--- src/rtl/m_instr_sequencer_pkg.sv ---
// Shared constants, opcode/state encodings and decode helpers for the MPU instruction sequencer.
package m_instr_sequencer_pkg;

   localparam int SEQ_WORD       = 8;
   localparam int SEQ_DWORD      = 16;
   localparam int SEQ_MUX        = 2;
   localparam int SEQ_FIFO_DEPTH = 4;

   localparam int OP_MSB    = 15;
   localparam int OP_LSB    = 13;
   localparam int DEMUX_BIT = 12;
   localparam int MUX_MSB   = 11;
   localparam int MUX_LSB   = 10;

   typedef enum logic [2:0] {
      OP_NOP  = 3'd0,
      OP_LDI  = 3'd1,
      OP_ADD  = 3'd2,
      OP_SUB  = 3'd3,
      OP_AND  = 3'd4,
      OP_OR   = 3'd5,
      OP_CMP  = 3'd6,
      OP_WAIT = 3'd7
   } op_e;

   typedef enum logic [1:0] {
      S_IDLE   = 2'd0,
      S_DECODE = 2'd1,
      S_ISSUE  = 2'd2,
      S_WAIT   = 2'd3
   } state_e;

   function automatic logic is_acc_op(input op_e op);
      return (op == OP_LDI) || (op == OP_ADD) || (op == OP_SUB) ||
             (op == OP_AND) || (op == OP_OR);
   endfunction

endpackage

--- src/rtl/m_instr_sequencer_if.sv ---
// Host instruction channel and datapath control-word channel of the sequencer.
interface m_instr_sequencer_if
   import m_instr_sequencer_pkg::*;
#(
   parameter int WORD  = SEQ_WORD,
   parameter int DWORD = SEQ_DWORD,
   parameter int MUX   = SEQ_MUX
);
   logic             in_valid;
   logic [DWORD-1:0] in_instr;
   logic             in_ready;
   logic             ctrl_valid;
   logic             ctrl_ready;
   logic [2:0]       ctrl_alu_op;
   logic [WORD-1:0]  ctrl_operand;
   logic [MUX-1:0]   ctrl_mux_sel;
   logic             ctrl_demux_sel;
   logic             ctrl_acc_we;
   logic             ctrl_cmp_en;
   logic [WORD-1:0]  ctrl_cmp_mask;

   // master: host + datapath side; slave: the sequencer
   modport master (
      output in_valid, in_instr, ctrl_ready,
      input  in_ready, ctrl_valid, ctrl_alu_op, ctrl_operand, ctrl_mux_sel,
             ctrl_demux_sel, ctrl_acc_we, ctrl_cmp_en, ctrl_cmp_mask
   );

   modport slave (
      input  in_valid, in_instr, ctrl_ready,
      output in_ready, ctrl_valid, ctrl_alu_op, ctrl_operand, ctrl_mux_sel,
             ctrl_demux_sel, ctrl_acc_we, ctrl_cmp_en, ctrl_cmp_mask
   );
endinterface

--- src/rtl/m_sync_fifo.sv ---
// Synchronous FIFO, registered write, no fall-through; extra pointer bit separates full from empty.
module m_sync_fifo #(
   parameter int WIDTH = 16,
   parameter int DEPTH = 4
) (
   input  logic             clk,
   input  logic             rst_n,
   input  logic             push,
   input  logic             pop,
   input  logic [WIDTH-1:0] din,
   output logic [WIDTH-1:0] dout,
   output logic             full,
   output logic             empty
);
   localparam int AW = $clog2(DEPTH);

   logic [WIDTH-1:0] mem_q [DEPTH];
   logic [AW:0]      wr_q;
   logic [AW:0]      rd_q;
   logic             do_push;
   logic             do_pop;

   assign empty   = (wr_q == rd_q);
   assign full    = (wr_q[AW] != rd_q[AW]) && (wr_q[AW-1:0] == rd_q[AW-1:0]);
   assign do_push = push && !full;
   assign do_pop  = pop && !empty;
   assign dout    = mem_q[rd_q[AW-1:0]];

   always_ff @(posedge clk) begin
      if (!rst_n) begin
         wr_q <= '0;
         rd_q <= '0;
      end else begin
         if (do_push) wr_q <= wr_q + (AW+1)'(1);
         if (do_pop)  rd_q <= rd_q + (AW+1)'(1);
      end
   end

   always_ff @(posedge clk) begin
      if (do_push) mem_q[wr_q[AW-1:0]] <= din;
   end
endmodule

--- src/rtl/m_instr_sequencer.sv ---
// Instruction front-end: FIFO, mask-qualified decode, control-word issue and counted WAIT.
// Optional macro M_SEQ_PERF_EN adds the retired_cnt output.
//
// state  | meaning
// IDLE   | waiting for a queued instruction; pops it when present
// DECODE | samples host masks, classifies the popped instruction
// ISSUE  | control word valid, held until the datapath takes it
// WAIT   | counting down a WAIT instruction's immediate
module m_instr_sequencer
   import m_instr_sequencer_pkg::*;
#(
   parameter int WORD       = SEQ_WORD,
   parameter int DWORD      = SEQ_DWORD,
   parameter int MUX        = SEQ_MUX,
   parameter int FIFO_DEPTH = SEQ_FIFO_DEPTH
) (
   input  logic            clk,
   input  logic            rst_n,
   input  logic [WORD-1:0] h_IMASK,
   input  logic [WORD-1:0] h_PMASK,
   input  logic [WORD-1:0] h_CMASK,
   m_instr_sequencer_if.slave bus,
   output logic            busy,
   output logic [WORD-1:0] masked_cnt
`ifdef M_SEQ_PERF_EN
   ,
   output logic [DWORD-1:0] retired_cnt
`endif
);
   state_e           state_q, state_d;
   logic [DWORD-1:0] instr_q, instr_d;
   logic [WORD-1:0]  cnt_q, cnt_d;
   logic [WORD-1:0]  masked_q, masked_d;
   op_e              alu_op_q, alu_op_d;
   logic [WORD-1:0]  operand_q, operand_d;
   logic [MUX-1:0]   mux_q, mux_d;
   logic             demux_q, demux_d;
   logic             acc_we_q, acc_we_d;
   logic             cmp_en_q, cmp_en_d;
   logic [WORD-1:0]  cmask_q, cmask_d;
   logic             rdy_en_q;

   logic             push, pop, fifo_full, fifo_empty;
   logic [DWORD-1:0] fifo_dout;
   op_e              op;
   logic [WORD-1:0]  imm;
   logic             unused_rsvd;

   assign op          = op_e'(instr_q[OP_MSB:OP_LSB]);
   assign imm         = instr_q[WORD-1:0];
   assign unused_rsvd = ^instr_q[MUX_LSB-1:WORD];

   // rdy_en_q keeps in_ready low while reset is held
   assign bus.in_ready = rdy_en_q && !fifo_full;
   assign push         = bus.in_valid && bus.in_ready;
   assign pop          = (state_q == S_IDLE) && !fifo_empty;

   m_sync_fifo #(.WIDTH(DWORD), .DEPTH(FIFO_DEPTH)) u_fifo (
      .clk   (clk),
      .rst_n (rst_n),
      .push  (push),
      .pop   (pop),
      .din   (bus.in_instr),
      .dout  (fifo_dout),
      .full  (fifo_full),
      .empty (fifo_empty)
   );

   always_comb begin
      state_d   = state_q;
      instr_d   = instr_q;
      cnt_d     = cnt_q;
      masked_d  = masked_q;
      alu_op_d  = alu_op_q;
      operand_d = operand_q;
      mux_d     = mux_q;
      demux_d   = demux_q;
      acc_we_d  = acc_we_q;
      cmp_en_d  = cmp_en_q;
      cmask_d   = cmask_q;
      case (state_q)
         S_IDLE: begin
            if (!fifo_empty) begin
               instr_d = fifo_dout;
               state_d = S_DECODE;
            end
         end
         S_DECODE: begin
            if (!h_IMASK[op]) begin
               if (masked_q != '1) masked_d = masked_q + WORD'(1);
               state_d = S_IDLE;
            end else if (op == OP_NOP) begin
               state_d = S_IDLE;
            end else if (op == OP_WAIT) begin
               cnt_d   = imm;
               state_d = (imm == '0) ? S_IDLE : S_WAIT;
            end else begin
               alu_op_d  = op;
               operand_d = imm & h_PMASK;
               mux_d     = instr_q[MUX_MSB:MUX_LSB];
               demux_d   = instr_q[DEMUX_BIT];
               acc_we_d  = is_acc_op(op);
               cmp_en_d  = (op == OP_CMP);
               cmask_d   = (op == OP_CMP) ? h_CMASK : '0;
               state_d   = S_ISSUE;
            end
         end
         S_ISSUE: begin
            if (bus.ctrl_ready) state_d = S_IDLE;
         end
         S_WAIT: begin
            cnt_d = cnt_q - WORD'(1);
            if (cnt_q == WORD'(1)) state_d = S_IDLE;
         end
         default: state_d = S_IDLE;
      endcase
   end

   always_ff @(posedge clk) begin
      if (!rst_n) begin
         state_q   <= S_IDLE;
         instr_q   <= '0;
         cnt_q     <= '0;
         masked_q  <= '0;
         alu_op_q  <= OP_NOP;
         operand_q <= '0;
         mux_q     <= '0;
         demux_q   <= 1'b0;
         acc_we_q  <= 1'b0;
         cmp_en_q  <= 1'b0;
         cmask_q   <= '0;
         rdy_en_q  <= 1'b0;
      end else begin
         state_q   <= state_d;
         instr_q   <= instr_d;
         cnt_q     <= cnt_d;
         masked_q  <= masked_d;
         alu_op_q  <= alu_op_d;
         operand_q <= operand_d;
         mux_q     <= mux_d;
         demux_q   <= demux_d;
         acc_we_q  <= acc_we_d;
         cmp_en_q  <= cmp_en_d;
         cmask_q   <= cmask_d;
         rdy_en_q  <= 1'b1;
      end
   end

   assign bus.ctrl_valid     = (state_q == S_ISSUE);
   assign bus.ctrl_alu_op    = alu_op_q;
   assign bus.ctrl_operand   = operand_q;
   assign bus.ctrl_mux_sel   = mux_q;
   assign bus.ctrl_demux_sel = demux_q;
   assign bus.ctrl_acc_we    = acc_we_q;
   assign bus.ctrl_cmp_en    = cmp_en_q;
   assign bus.ctrl_cmp_mask  = cmask_q;
   assign busy               = (state_q != S_IDLE) || !fifo_empty;
   assign masked_cnt         = masked_q;

`ifdef M_SEQ_PERF_EN
   logic [DWORD-1:0] retired_q;

   always_ff @(posedge clk) begin
      if (!rst_n) begin
         retired_q <= '0;
      end else if ((bus.ctrl_valid && bus.ctrl_ready) ||
                   (state_q == S_WAIT && cnt_q == WORD'(1))) begin
         retired_q <= retired_q + DWORD'(1);
      end
   end

   assign retired_cnt = retired_q;
`endif
endmodule

--- src/flat_wrapper.sv ---
// flat-port wrapper written by rule: the top's interface ports become plain ports
module m_instr_sequencer_flat import m_instr_sequencer_pkg::*;
#(
   parameter int WORD       = SEQ_WORD,
   parameter int DWORD      = SEQ_DWORD,
   parameter int MUX        = SEQ_MUX,
   parameter int FIFO_DEPTH = SEQ_FIFO_DEPTH
)
  (clk, rst_n, h_IMASK, h_PMASK, h_CMASK, busy, masked_cnt, bus_in_valid, bus_in_instr, bus_ctrl_ready, bus_in_ready, bus_ctrl_valid, bus_ctrl_alu_op, bus_ctrl_operand, bus_ctrl_mux_sel, bus_ctrl_demux_sel, bus_ctrl_acc_we, bus_ctrl_cmp_en, bus_ctrl_cmp_mask);
  m_instr_sequencer_if #(.WORD(WORD), .DWORD(DWORD), .MUX(MUX)) bus_i ();
  input  logic clk;
  input  logic rst_n;
  input  logic [WORD-1:0] h_IMASK;
  input  logic [WORD-1:0] h_PMASK;
  input  logic [WORD-1:0] h_CMASK;
  output logic busy;
  output logic [WORD-1:0] masked_cnt;
  input wire logic [$bits(bus_i.in_valid)-1:0] bus_in_valid;
  input wire logic [$bits(bus_i.in_instr)-1:0] bus_in_instr;
  input wire logic [$bits(bus_i.ctrl_ready)-1:0] bus_ctrl_ready;
  output wire logic [$bits(bus_i.in_ready)-1:0] bus_in_ready;
  output wire logic [$bits(bus_i.ctrl_valid)-1:0] bus_ctrl_valid;
  output wire logic [$bits(bus_i.ctrl_alu_op)-1:0] bus_ctrl_alu_op;
  output wire logic [$bits(bus_i.ctrl_operand)-1:0] bus_ctrl_operand;
  output wire logic [$bits(bus_i.ctrl_mux_sel)-1:0] bus_ctrl_mux_sel;
  output wire logic [$bits(bus_i.ctrl_demux_sel)-1:0] bus_ctrl_demux_sel;
  output wire logic [$bits(bus_i.ctrl_acc_we)-1:0] bus_ctrl_acc_we;
  output wire logic [$bits(bus_i.ctrl_cmp_en)-1:0] bus_ctrl_cmp_en;
  output wire logic [$bits(bus_i.ctrl_cmp_mask)-1:0] bus_ctrl_cmp_mask;
  assign bus_i.in_valid = bus_in_valid;
  assign bus_i.in_instr = bus_in_instr;
  assign bus_i.ctrl_ready = bus_ctrl_ready;
  assign bus_in_ready = bus_i.in_ready;
  assign bus_ctrl_valid = bus_i.ctrl_valid;
  assign bus_ctrl_alu_op = bus_i.ctrl_alu_op;
  assign bus_ctrl_operand = bus_i.ctrl_operand;
  assign bus_ctrl_mux_sel = bus_i.ctrl_mux_sel;
  assign bus_ctrl_demux_sel = bus_i.ctrl_demux_sel;
  assign bus_ctrl_acc_we = bus_i.ctrl_acc_we;
  assign bus_ctrl_cmp_en = bus_i.ctrl_cmp_en;
  assign bus_ctrl_cmp_mask = bus_i.ctrl_cmp_mask;
  m_instr_sequencer #(.WORD(WORD), .DWORD(DWORD), .MUX(MUX), .FIFO_DEPTH(FIFO_DEPTH)) u_core (.clk(clk), .rst_n(rst_n), .h_IMASK(h_IMASK), .h_PMASK(h_PMASK), .h_CMASK(h_CMASK), .bus(bus_i), .busy(busy), .masked_cnt(masked_cnt));
endmodule
--- config.mk ---
export PLATFORM = sky130hd
export DESIGN_NAME = m_instr_sequencer_flat
export DESIGN_NICKNAME = d
export VERILOG_FILES = /design/src/rtl/m_instr_sequencer_pkg.sv /design/src/rtl/m_instr_sequencer_if.sv /design/src/rtl/m_sync_fifo.sv /design/src/rtl/m_instr_sequencer.sv /design/src/flat_wrapper.sv
export SDC_FILE = /design/constraint.sdc
export NUM_CORES = 1
export LEC_CHECK = 0
export ABC_AREA = 1
export BUFFER_PORTS_ARGS = -buffer_cell sky130_fd_sc_hd__buf_2
export CAP_MARGIN = 20
export CORE_MARGIN = 3
export CORE_UTILIZATION = 51
export CTS_CLUSTER_SIZE = 8
export DETAILED_ROUTE_END_ITERATION = 12
export GPL_ROUTABILITY_DRIVEN = 1
export PLACE_DENSITY = 0.75
export SETUP_SLACK_MARGIN = 0.3
export SYNTH_ARGS = -nofsm -noshare
export SYNTH_HDL_FRONTEND = slang
export SYNTH_SLANG_ARGS = --single-unit
--- constraint.sdc ---
create_clock -name clk -period 2.2 [get_ports clk]
set_clock_uncertainty 0.2 [all_clocks]
set_input_delay 0.22 -clock clk [delete_from_list [all_inputs] [get_ports clk]]
set_output_delay 0.22 -clock clk [all_outputs]
set_load 0.01 [all_outputs]
# --- Yosys cells after proc, flatten, opt, wreduce, memory -nomap -nowiden ---
# Memories as Yosys holds them, arrays and structs flattened. A register that Yosys moved wholly into a read port is not among the register bits.
# Index checks and enable logic that the tools add are counted.
op_classes:
  n_eq_ne: 21
  muxes: 18
  n_shift: 0
  n_reduce_logical: 24
  magnitude_cmp: 1
  n_div: 0
  n_addsub: 4
  n_bitwise: 5
  mul: 0
ops:
  columns: ["cell", "n"]
  rows:
  - ["two-way mux 8 bit", 4]
  - ["case mux 8 bit (2 select lines)", 1]
  - ["two-way mux 2 bit", 7]
  - ["equality test 3 bit, second input constant", 4]
  - ["adder 8 x 1 -> 8 bit, second input constant", 1]
  - ["bitwise AND 8 bit", 1]
  - ["equality test 8 x 1 -> 1 bit, second input constant", 1]
  - ["logical NOT 8 bit", 1]
  - ["!= test 8 bit, second input constant", 1]
  - ["case mux 2 bit (4 select lines)", 1]
  - ["AND reduction 4 bit", 2]
  - ["subtractor 8 x 1 -> 8 bit, second input constant", 1]
  - ["adder 3 x 1 -> 3 bit, second input constant", 2]
  - ["equality test 3 x 2 -> 1 bit, second input constant", 2]
  - ["logical AND 1 bit", 6]
  - ["!= test 2 x 1 -> 1 bit, second input constant", 3]
  - ["!= test 2 bit, second input constant", 3]
  - ["AND reduction 3 bit", 2]
  - ["logical OR 1 bit", 5]
  - ["equality test 2 bit, second input constant", 2]
  - ["less-than comparator 3 x 4 -> 1 bit, second input constant", 1]
  - ["two-way mux 1 bit", 4]
  - ["NOT 1 bit", 4]
  - ["nonzero test 2 bit", 2]
  - ["10 further kinds", 12]
totals:
  out_inout_bits: 35
  n_memories: 1
  ff_bits: 49
  latchBits: 0
  rom_bits: 0
  wordCells: 87
  mem_bits_rw: 64
  in_bits: 44
mem_list:
  columns: ["name", "words", "word_bits", "rd", "rd_ports_with_merged_regs", "write_ports", "line", "text"]
  rows:
  - ["u_core.u_fifo.mem_q", 4, 16, 1, 1, 1, "m_sync_fifo.sv:17", "logic [WIDTH-1:0] mem_q [DEPTH];"]

# --- Longest topological paths before layout ---
# Gate-level depths: netlist of the first run.
logic_depth:
  ltp_word: 8
  ltp_mapped: 11
  ltp_nobuf: 11

# --- Cells and area by module ---
# A second synthesis of the first run with hierarchy kept.
hier_totals:
  cells_unflattened: 632
  area_unflattened_um2: 5790.6
by_module_without_submodules:
  columns: ["module", "seq_area_each_um2", "cells_each", "n_inst", "area_per_inst_um2"]
  rows:
  - ["m_instr_sequencer", 1141.1, 405, 1, 2945.3]
  - ["m_sync_fifo", 2082.0, 227, 1, 2845.2]

# --- Worst setup path before layout of the first run ---
# Ideal clock, no wire load.
synth_path:
  path_type: "register to register"
  start: "register u_core.u_fifo.wr_q[2]"
  end: "memory u_core.u_fifo.mem_q[0][0], enable pin"
  stages_incl_launch_ff: 5
  t_required_ns: 1.615
  setup_time_ns: 0.385
  path_slack_ns: 0.097
  path_buffers: 0
  period_less_slack_ns: 2.103
  t_arrival_ns: 1.518
  cell_sequence: "dfxtp_1 > xnor2_1 > nand3b_1 > nand3_1 > nor2_1"
synth_between:
  elab_chain_cells: 8
synth_lines:
  columns: ["item", "line", "text"]
  rows:
  - ["start: declaration", "m_sync_fifo.sv:18", "logic [AW:0] wr_q;"]
  - ["start signal: assignment", "m_sync_fifo.sv:34", "if (do_push) wr_q <= wr_q + (AW+1)'(1);"]
  - ["!= test 1 bit (*)", "m_sync_fifo.sv:24", "assign full = (wr_q[AW] != rd_q[AW]) && (wr_q[AW-1:0] == rd_q[AW-1:0]);"]
  - ["logical AND 1 bit (*)", "m_sync_fifo.sv:24", null]
  - ["logical NOT 1 bit (*)", "m_sync_fifo.sv:25, m_instr_sequencer.sv:54", null]
  - ["logical AND 1 bit", "m_instr_sequencer.sv:54", "assign bus.in_ready = rdy_en_q && !fifo_full;"]
  - ["logical AND 1 bit", "m_instr_sequencer.sv:55", "assign push = bus.in_valid && bus.in_ready;"]
  - ["logical AND 1 bit (*)", "m_sync_fifo.sv:25", "assign do_push = push && !full;"]
  - ["two-way mux 1 bit (*)", "m_sync_fifo.sv:40", "if (do_push) mem_q[wr_q[AW-1:0]] <= din;"]
  - ["two-way mux 1 bit (not written as such) (*)", "m_sync_fifo.sv:40", null]
  - ["end: declaration", "m_sync_fifo.sv:17", null]
# Every way passes the cells marked *; elsewhere a longest branch is shown, timed or not.

# --- Final worst setup path of the first run ---
layout_path:
  start: "register u_core.u_fifo.wr_q[2]"
  end: "output bus_in_ready"
layout_between:
  elab_chain_cells: 4
layout_lines:
  columns: ["item", "line", "text"]
  rows:
  - ["!= test 1 bit", "m_sync_fifo.sv:24", null]
  - ["logical AND 1 bit", "m_sync_fifo.sv:24", null]
  - ["logical NOT 1 bit", "m_instr_sequencer.sv:54", null]
  - ["logical AND 1 bit", "m_instr_sequencer.sv:54", null]
  - ["end: declaration", "flat_wrapper.sv:21", "output wire logic [$bits(bus_i.in_ready)-1:0] bus_in_ready;"]
# No other way between the ends.

==> results of run 1 <==
## final cells by class
type | instances | area share [%]
Clock buffer | 17 | 5.93
Clock inverter | 15 | 2.36
Inverter | 53 | 2.94
Multi-Input combinational cell | 411 | 30.0
Sequential cell | 119 | 42.4
Tap cell | 133 | 2.38
Timing Repair Buffer | 140 | 14.0
## stage by stage
step                      std cells  setup WS (ps)  total power [µW]
after global placement          802            305              5120
after detailed placement        802            269              5200
after floorplan                 606           97.4              4600
after CTS                       872            271              8030
final                           888            251              8350
after global routing            888            191              8830
## power breakdown
| part | total (µW) | internal (µW) | leakage [µW] | switching (µW) |
|---|---|---|---|---|
| logic | 2800 | 1030 | 0.00166 | 1770 |
| registers | 2830 | 2590 | 0.00103 | 234 |
| clock network | 2720 | 1640 | 0.000282 | 1090 |
## what timing repair did
action,in CTS,in global routing
buffers inserted,5,15
hold endpoints to repair,85,0
endpoints found under the setup margin,71,102
cloned,0,1
gates resized for setup,16,20
hold buffers,33,0
pin swaps,5,8
## sequential cells by signal, summed over array words and instances (netlist names)
signal	count
u_core.bus.ctrl_cmp_en	1
u_core.bus.ctrl_cmp_mask	8
u_core.instr_q	14
u_core.bus.ctrl_operand	8
u_core.u_fifo.mem_q	56
u_core.bus.ctrl_mux_sel	2
u_core.bus.ctrl_alu_op	3
u_core.bus.ctrl_acc_we	1
u_core.masked_cnt	8
u_core.rdy_en_q	1
u_core.u_fifo.rd_q	3
u_core.u_fifo.wr_q	3
u_core.cnt_q	8
u_core.bus.ctrl_demux_sel	1
u_core.state_q	2
## cells by family after synthesis
family	synth area share [%]
and+or+nand+nor	23.9
DFF	55.9
AOI/OAI and AO/OA	10.8
buffers and inverters	6.16
xor gates and xnor gates	1.33
adders and majority gates	1.90
## how the worst max path moves through the flow
stage	endpoint	cells after the start
after global placement	u_core.cnt_q[5]	11
after global routing	bus_in_ready	5
after CTS	bus_in_ready	5
after detailed placement	u_core.cnt_q[3]	11
final	bus_in_ready	5
after floorplan	u_core.u_fifo.mem_q[0][0]	4
## worst max-delay path: cells and delay by family (launching register included)
kind | cells | cell delay [ps]
xor+xnor | 1 | 140
buf+inv | 2 | 160
flops | 1 | 350
simple gates | 2 | 360
## metal layers
| metal | wire length, µm | share of wire, % | vias to the layer above | track usage, % |
|---|---|---|---|---|
| li1 | - | - | 2298 | - |
| met1 | 5430 | 40 | 2219 | 27.0 |
| met2 | 6960 | 51 | 183 | 40.5 |
| met3 | 778 | 5.8 | 37 | 6.48 |
| met4 | 356 | 2.6 | 0 | 8.75 |
| met5 | 0 | 0 | - | 0 |
## cell usage in the layout, fill, tap and decap left out, types with 2 or more instances in the layout
cell,count
a21oi_1,42
buf_2,75
buf_4,26
buf_6,5
bufinv_16,2
clkbuf_16,16
clkinv_1,2
clkinv_4,3
clkinvlp_4,2
dfxtp_1,55
dfxtp_2,4
dfxtp_4,4
dlygate4sd3_1,33
edfxtp_1,56
ha_1,8
inv_1,47
inv_2,4
inv_6,6
nand2_1,116
nand2_4,2
nand3_1,30
nand3_2,2
nand3_4,3
nand3b_1,3
nand4_1,14
nor2_1,104
nor2_4,4
o21ai_0,54
o22ai_1,14
xnor2_2,2
xor2_1,5
==> impl_metrics.ini, run 1 <==
[yosys]
netlist_area_mm2 = 0.00526
synth_seq_cells = 119
synth_common_cells = nand2_1, nor2_1, dfxtp_1
synthDistinctLibCells = 29
ys_seq_area_share_pct = 55.9
async_flop_share_pct = 0
yosys_warnings = 0
synth_flop_cell = dfxtp_1
synth-edff-count = 56
syn_avg_cell_area_um2 = 8.69
syn_inst = 606
netlist.area_leader.share_pct = 31.9
synth_area_leaders = edfxtp_1, dfxtp_1, nand2_1, nor2_1, o21ai_0
syn-num-nets = 658
synth.most_common_cell = nand2_1
synth_area_leader_cell = edfxtp_1

[power_and_ir_drop]
vdd_ir_drop_max_uv = 710
p_leak_uw = 0.00296
powerDensity_mw_per_mm2 = 1200

[setup_path]
cp.arrival_ps = 1530
reg2reg_from = u_core.u_fifo.rd_q[2]
crit_path_start_kind = flip-flop
critPathRequiredTime_ps = 1780
slowest_stage = dfxtp_4
r2r-end = u_core.u_fifo.mem_q[2][7]
rrSetupSlack_ps = 300
cpPeakStageDelay_ps = 350
rr_worst_depth = 6
crit_start = u_core.u_fifo.wr_q[2]
path_class = flip-flop to output pin
crit_chain = xnor2_2 > nand3b_1 > nand2_1 > inv_2 > buf_6
cp_max_fo = 3
critPathCaptureType = output pin

[drt]
drt_iter0_markers = 407
drc_errors = 0
viasPerCell = 5.33
via_count = 4737
dr.pass1.iters = 5
finalWirelength_mm = 13.5
post_drt_wl_per_cell_um = 15.2
antenna_left = 0

[floorplan]
core_mm2 = 0.00991
ios = 79
die_y_um = 108
num_rows = 36
die_x_um = 108
dieArea_mm2 = 0.0116
start_util_pct = 53.1

[status]
outcome = finished clean

[cells_and_area]
nNetsFinal = 794
seq_area_mm2 = 0.00296
design_area_mm2 = 0.00698
layout-drive-gt1-share_pct = 22.6
syn_to_final_growth_pct = 32.7
postLayoutCoreUtil_pct = 70.5
multi_input_area_mm2 = 0.00209
fillerInstances = 704
antenna_cells = 0

[global_route]
antenna_found_initial = 0
grt_pass1_wl_mm = 21.0
overflow = 0
grt_max_degree = 31
track_usage_pct = 23.2
first_global_vias = 4598

[clocking]
clock_path_buffers = 2
clk_pin_slew_ps = 70
cts_sinks = 119
cts_tree = built
cts_buffers = 17
root_buffer = clkbuf_8
worstSkewPairLatency_ps = 520
htreeDepth = 4

[hold_path]
hold_path_depth = 7
hp-start = h_IMASK[4]
worst_hold_path_type = primary input to flip-flop
min_to = u_core.bus.ctrl_cmp_en

[timing]
finalHoldViolations = 0
max_clock_freq_mhz = 513
slew_viol_final = 0
worstMarginPinSlew_ps = 547
setup_viol = 0
hold_ws_ps = 122
fin_tns_setup_ps = 0
min_period_ps = 1950
rsz0062_at_grt = yes
layout_worst_path_cycle_share_pct = 88.6
slew_headroom_pct = 63.6

[job]
cap_violations = 0

[place]
dpl_cell_area_mm2 = 0.00577
detailed_place_hpwl_mm = 7.86
place.gp.congestion = 0.934
port_buffers = 76
Power figures use the tool's default switching activity.
==> run 2, diff against run 1 <==
Settings changed: BUFFER_PORTS_ARGS -buffer_cell sky130_fd_sc_hd__buf_2 to -buffer_cell sky130_fd_sc_hd__buf_4, SLEW_MARGIN set to 20.
==> run 2 against run 1 <==
Die area unchanged. Worst hold slack better by 17 ps. Wire length up 1.4%. Global-route usage down 0.19 points. Final cell count unchanged. Sequential share of layout area down 1.2 points. Via count about the same. Non-clock buffer count unchanged. Highest routed layer unchanged. Maximum frequency down 1.5%.
==> impl_metrics.ini, run 2 (synthesis gave the netlist of run 1 again) <==
[status]
outcome = finished clean

[timing]
slew_headroom_pct = 62.7
worstMarginPinSlew_ps = 556
finalHoldViolations = 0
max_clock_freq_mhz = 506
setup_viol = 0
layout_worst_path_cycle_share_pct = 89.9
slew_viol_final = 0
postLayoutSetupSlackWorst_ps = 222
min_period_ps = 1980
hold_ws_ps = 139
rsz0062_at_grt = yes
fin_tns_setup_ps = 0

[job]
cap_violations = 0

[global_route]
grt_max_degree = 45
overflow = 0
grt_pass1_wl_mm = 20.8
first_global_vias = 4436
track_usage_pct = 23.0
antenna_found_initial = 0

[hold_path]
min_to = u_core.bus.ctrl_cmp_en
hold_path_depth = 7
worst_hold_path_type = primary input to flip-flop
hp-start = h_IMASK[4]

[cells_and_area]
largest_reg_flops = 56
final_common_cell = nand2_1
syn_to_final_growth_pct = 36.2
final_cell_mix = nand2_1, nor2_1, buf_4
fillerInstances = 676
layout-drive-gt1-share_pct = 23.2
antenna_cells = 0
nNetsFinal = 794

[drt]
topRoutingLayerUsed = met4
via_count = 4738
dr.pass1.iters = 7
drt_iter0_markers = 364
viasPerCell = 5.34
wl_met1_mm = 5.51
antenna_left = 0
finalWirelength_mm = 13.7
dr_wl_met2_mm = 7.10
drc_errors = 0
post_drt_wl_per_cell_um = 15.4
wl_met3_um = 766

[power_and_ir_drop]
finalPower_uw = 8220
powerDensity_mw_per_mm2 = 1150
p_leak_uw = 0.00298
vdd_ir_drop_max_uv = 731

[setup_path]
cp.arrival_ps = 1560
crit_chain = xnor2_2 > nand3b_1 > nand2_1 > inv_2 > buf_6
rrSetupSlack_ps = 270
cpPeakStageDelay_ps = 350
slowest_stage = dfxtp_4
critPathCaptureType = output pin
cp_max_fo = 3
crit_path_start_kind = flip-flop
reg2reg_from = u_core.u_fifo.wr_q[2]
path_class = flip-flop to output pin
critPathRequiredTime_ps = 1780
rr_worst_depth = 6
r2r-end = u_core.u_fifo.mem_q[3][13]

[floorplan]
core_mm2 = 0.00991
ios = 79
die_y_um = 108
die_x_um = 108
num_rows = 36
dieArea_mm2 = 0.0116
start_util_pct = 53.1

[clocking]
clk_pin_slew_ps = 60
cts_tree = built
htreeDepth = 4
worstSkewPairLatency_ps = 510
cts_sinks = 119
root_buffer = clkbuf_8
cts_buffers = 17
clock_path_buffers = 2

[place]
detailed_place_hpwl_mm = 7.81
place.gp.congestion = 0.895
port_buffers = 76
dp_slack_ps = 267
## run 2: changes by cell type in the layout (fill, tap and decap cells not counted), moves of 2 or more
cell / previous run / this run
buf_4: 26 / 96
nor2_4: 4 / 6
clkinvlp_4: 2 / 5
buf_2: 75 / 0
dfxtp_1: 55 / 57
nor2_1: 104 / 100
buf_6: 5 / 8
## run 2: per-stage QoR
step	cell area, µm²	util [%]	std cells
floorplan	5260	-	606
global placement	5960	60.1	802
detailed placement	5960	60.1	802
CTS	6930	70.0	872
global route	7170	72.3	888
finish	7170	72.3	888
## run 2: how the worst max path moves through the flow
stage	from	endpoint	slack, ps
after detailed placement	u_core.u_fifo.wr_q[2]	u_core.u_fifo.mem_q[0][6]	270
final	u_core.u_fifo.wr_q[2]	bus_in_ready	220
after global placement	u_core.instr_q[13]	u_core.cnt_q[7]	290
after floorplan	u_core.u_fifo.wr_q[2]	u_core.u_fifo.mem_q[0][0]	100
after global routing	u_core.u_fifo.wr_q[2]	bus_in_ready	170
after CTS	u_core.instr_q[15]	u_core.cnt_q[2]	280
## run 2: final cells by class
cell class                 count  area (µm²)  area share, %
clock inverter                14         141           1.97
sequential                   119        2960           41.3
multi-input combinational    410        2090           29.1
timing repair inverter         1        7.51          0.105
tap                          133         166           2.32
clock buffer                  18         418           5.83
inverter                      53         205           2.86
timing repair buffer         140        1180           16.5
## run 2: layer usage
layer	vias up	track usage (%)
li1	2297	-
met1	2246	27.0
met4	0	9.56
met3	34	5.52
met5	-	0
met2	161	40.2
## run 2: report_power, final
group          total (µW)  switching (µW)  internal (µW)
Combinational        2800            1740           1060
Sequential           2810             226           2590
Clock                2600            1070           1530
Total                8220            3040           5180
## run 2: worst max-delay path: cells and delay by family (launching register included)
kind	cells	cell delay (ps)
XOR/XNOR	1	140
flip-flops	1	350
AND/OR/NAND/NOR	2	370
buffers and inverters	2	170
## run 2: timing repair
action                                 in CTS  in global routing
setup endpoints to repair                  76                109
pin swaps                                   6                  7
hold buffers                               33                  0
gates cloned                                0                  5
resized for setup                          15                 36
buffers inserted                            5                 11
endpoints found under the hold margin      78                  0
==> run 3, diff against run 2 <==
Settings changed: ABC_AREA 1 to 0, PLACE_DENSITY 0.75 to 0.76.
==> run 3 against run 2 <==
Synthesized cell count shrank 24%. Area after synthesis shrank 2.2%. Sequential cell count is the same. Critical path depth grew 1. Die area shrank 2.0%. Worst hold slack gained 2.1 ps. Power shrank 7.2%. Critical path type is now flip-flop to flip-flop. Critical endpoint is now u_core.cnt_q[7]. Largest cell class unchanged. Largest power group unchanged.
==> impl_metrics.ini, run 3 <==
[timing]
min_period_ps = 2040
finalHoldViolations = 0
slew_headroom_pct = 58.4
hold_ws_ps = 141
worstMarginPinSlew_ps = 618
setup_viol = 0
max_clock_freq_mhz = 491
fin_tns_setup_ps = 0
rsz0062_at_grt = yes
postLayoutSetupSlackWorst_ps = 162
layout_worst_path_cycle_share_pct = 92.6
slew_viol_final = 0

[cells_and_area]
largest_reg_flops = 56
nNetsFinal = 657
final_cell_mix = buf_4, nand2_1, edfxtp_1
fillerInstances = 550
final_common_cell = buf_4
syn_to_final_growth_pct = 44.0
fin_cells = 752
layout-drive-gt1-share_pct = 36.4
postLayoutCoreUtil_pct = 75.9

[drt]
via_count = 4404
post_drt_wl_per_cell_um = 19.4
dr.pass1.iters = 5
viasPerCell = 5.86
drt_iter0_markers = 300
finalWirelength_mm = 14.6
antenna_left = 0
drc_errors = 0

[clocking]
cts_tree = built
cts_sinks = 119
worstSkewPairLatency_ps = 520
clock_path_buffers = 2
htreeDepth = 4
clk_pin_slew_ps = 60
cts_buffers = 17
root_buffer = clkbuf_8

[setup_path]
critPathCaptureType = flip-flop
cpPeakStageDelay_ps = 380
slowest_stage = nor3_1
crit_chain = buf_4 > nand2_1 > nor3_1 > a22o_1 > a21oi_1 > a21boi_0
cp_max_fo = 15
path_class = flip-flop to flip-flop
cp.arrival_ps = 2260
critPathRequiredTime_ps = 2420
crit_path_start_kind = flip-flop

[yosys]
async_flop_share_pct = 0
synth_common_cells = nand2_1, dfxtp_1, edfxtp_1
synth_area_leaders = edfxtp_1, dfxtp_1, nand2_1, mux4_2, a21boi_0
synth_seq_cells = 119
netlist.area_leader.share_pct = 32.7
synth-edff-count = 56
ys_seq_area_share_pct = 57.1
synthDistinctLibCells = 51
synth_area_leader_cell = edfxtp_1
syn-num-nets = 510
synth_flop_cell = dfxtp_1
syn_avg_cell_area_um2 = 11.2
synth.most_common_cell = nand2_1
syn_inst = 458
yosys_warnings = 0
netlist_area_mm2 = 0.00515

[job]
cap_violations = 0

[power_and_ir_drop]
p_leak_uw = 0.00274
vdd_ir_drop_max_uv = 639
powerDensity_mw_per_mm2 = 1030

[floorplan]
die_y_um = 106
dieArea_mm2 = 0.0113
core_mm2 = 0.00977
die_x_um = 106
num_rows = 36
start_util_pct = 52.7
ios = 79

[place]
placed_cells = 659
port_buffers = 76
dp_slack_ps = 104
detailed_place_hpwl_mm = 7.52
place.gp.congestion = 0.900

[global_route]
grt_max_degree = 48
overflow = 0
antenna_found_initial = 1
track_usage_pct = 24.1
grt_pass1_wl_mm = 21.3
first_global_vias = 4294

[status]
outcome = finished clean

[hold_path]
worst_hold_path_type = primary input to flip-flop
-- run 3: logic make-up (layout without fill, tap and decap cells) --
| logic type | count (synthesis) | in the layout | synth area share (%) |
|---|---|---|---|
| compound gates | 97 | 98 | 13.1 |
| xor+xnor | 7 | 7 | 1.19 |
| fa+ha+maj | 8 | 8 | 1.94 |
| buf+inv | 35 | 194 | 2.96 |
| flops | 119 | 119 | 57.1 |
| mux | 24 | 24 | 8.16 |
| other cells | 0 | 1 | 0 |
| simple gates | 168 | 168 | 15.5 |
-- run 3: worst paths after layout --
path | start | to | slack, ps | depth (start not counted)
setup / recovery | u_core.state_q[0] | u_core.cnt_q[7] | 160 | 6
hold reg to reg | u_core.bus.ctrl_operand[3] | u_core.bus.ctrl_operand[3] | 250 | 2
hold / removal | h_IMASK[1] | u_core.bus.ctrl_alu_op[2] | 140 | 6
setup reg to reg | u_core.state_q[0] | u_core.cnt_q[7] | 160 | 6
-- run 3: metal layers --
| metal | up-vias | GRT usage, % | share of wire [%] |
|---|---|---|---|
| li1 | 1993 | - | - |
| met3 | 63 | 6.01 | 6.4 |
| met1 | 2115 | 27.6 | 38 |
| met2 | 233 | 42.3 | 52 |
| met4 | 0 | 11.6 | 4.3 |
| met5 | - | 0 | 0 |
-- run 3: cell type report --
cell class	instances	area, µm²	area share (%)
clock inverter	15	160	2.16
timing repair buffer	153	1290	17.4
clock buffer	17	414	5.58
inverter	9	33.8	0.455
tap	133	166	2.24
antenna	1	2.50	0.0337
multi-input combinational	305	2380	32.1
sequential	119	2970	40.0
-- run 3: power breakdown --
part           internal (µW)  total (µW)  switching [µW]
clock network           1550        2650            1100
logic                   1030        2210            1180
registers               2520        2770             256
-- run 3: what timing repair did --
action | in CTS | in global routing
setup endpoints to repair | 95 | 46
buffers inserted | 7 | 10
pin swaps | 6 | 33
resized for setup | 35 | 70
cloned | 2 | 3
endpoints found under the hold margin | 100 | 0
hold buffers | 38 | 0
-- run 3: per-stage QoR --
step / area (µm²) / total power, µW
after floorplan: 5180 / 3790
after global placement: 5930 / 4300
after detailed placement: 5930 / 4340
after CTS: 7090 / 7280
after global routing: 7420 / 7960
final: 7420 / 7630
-- run 3: worst max-delay path, delay by kind of cell (launching register included) --
family	cells	cell delay (ps)
compound gates	3	500
flops	1	330
buf+inv	1	220
simple gates	2	710
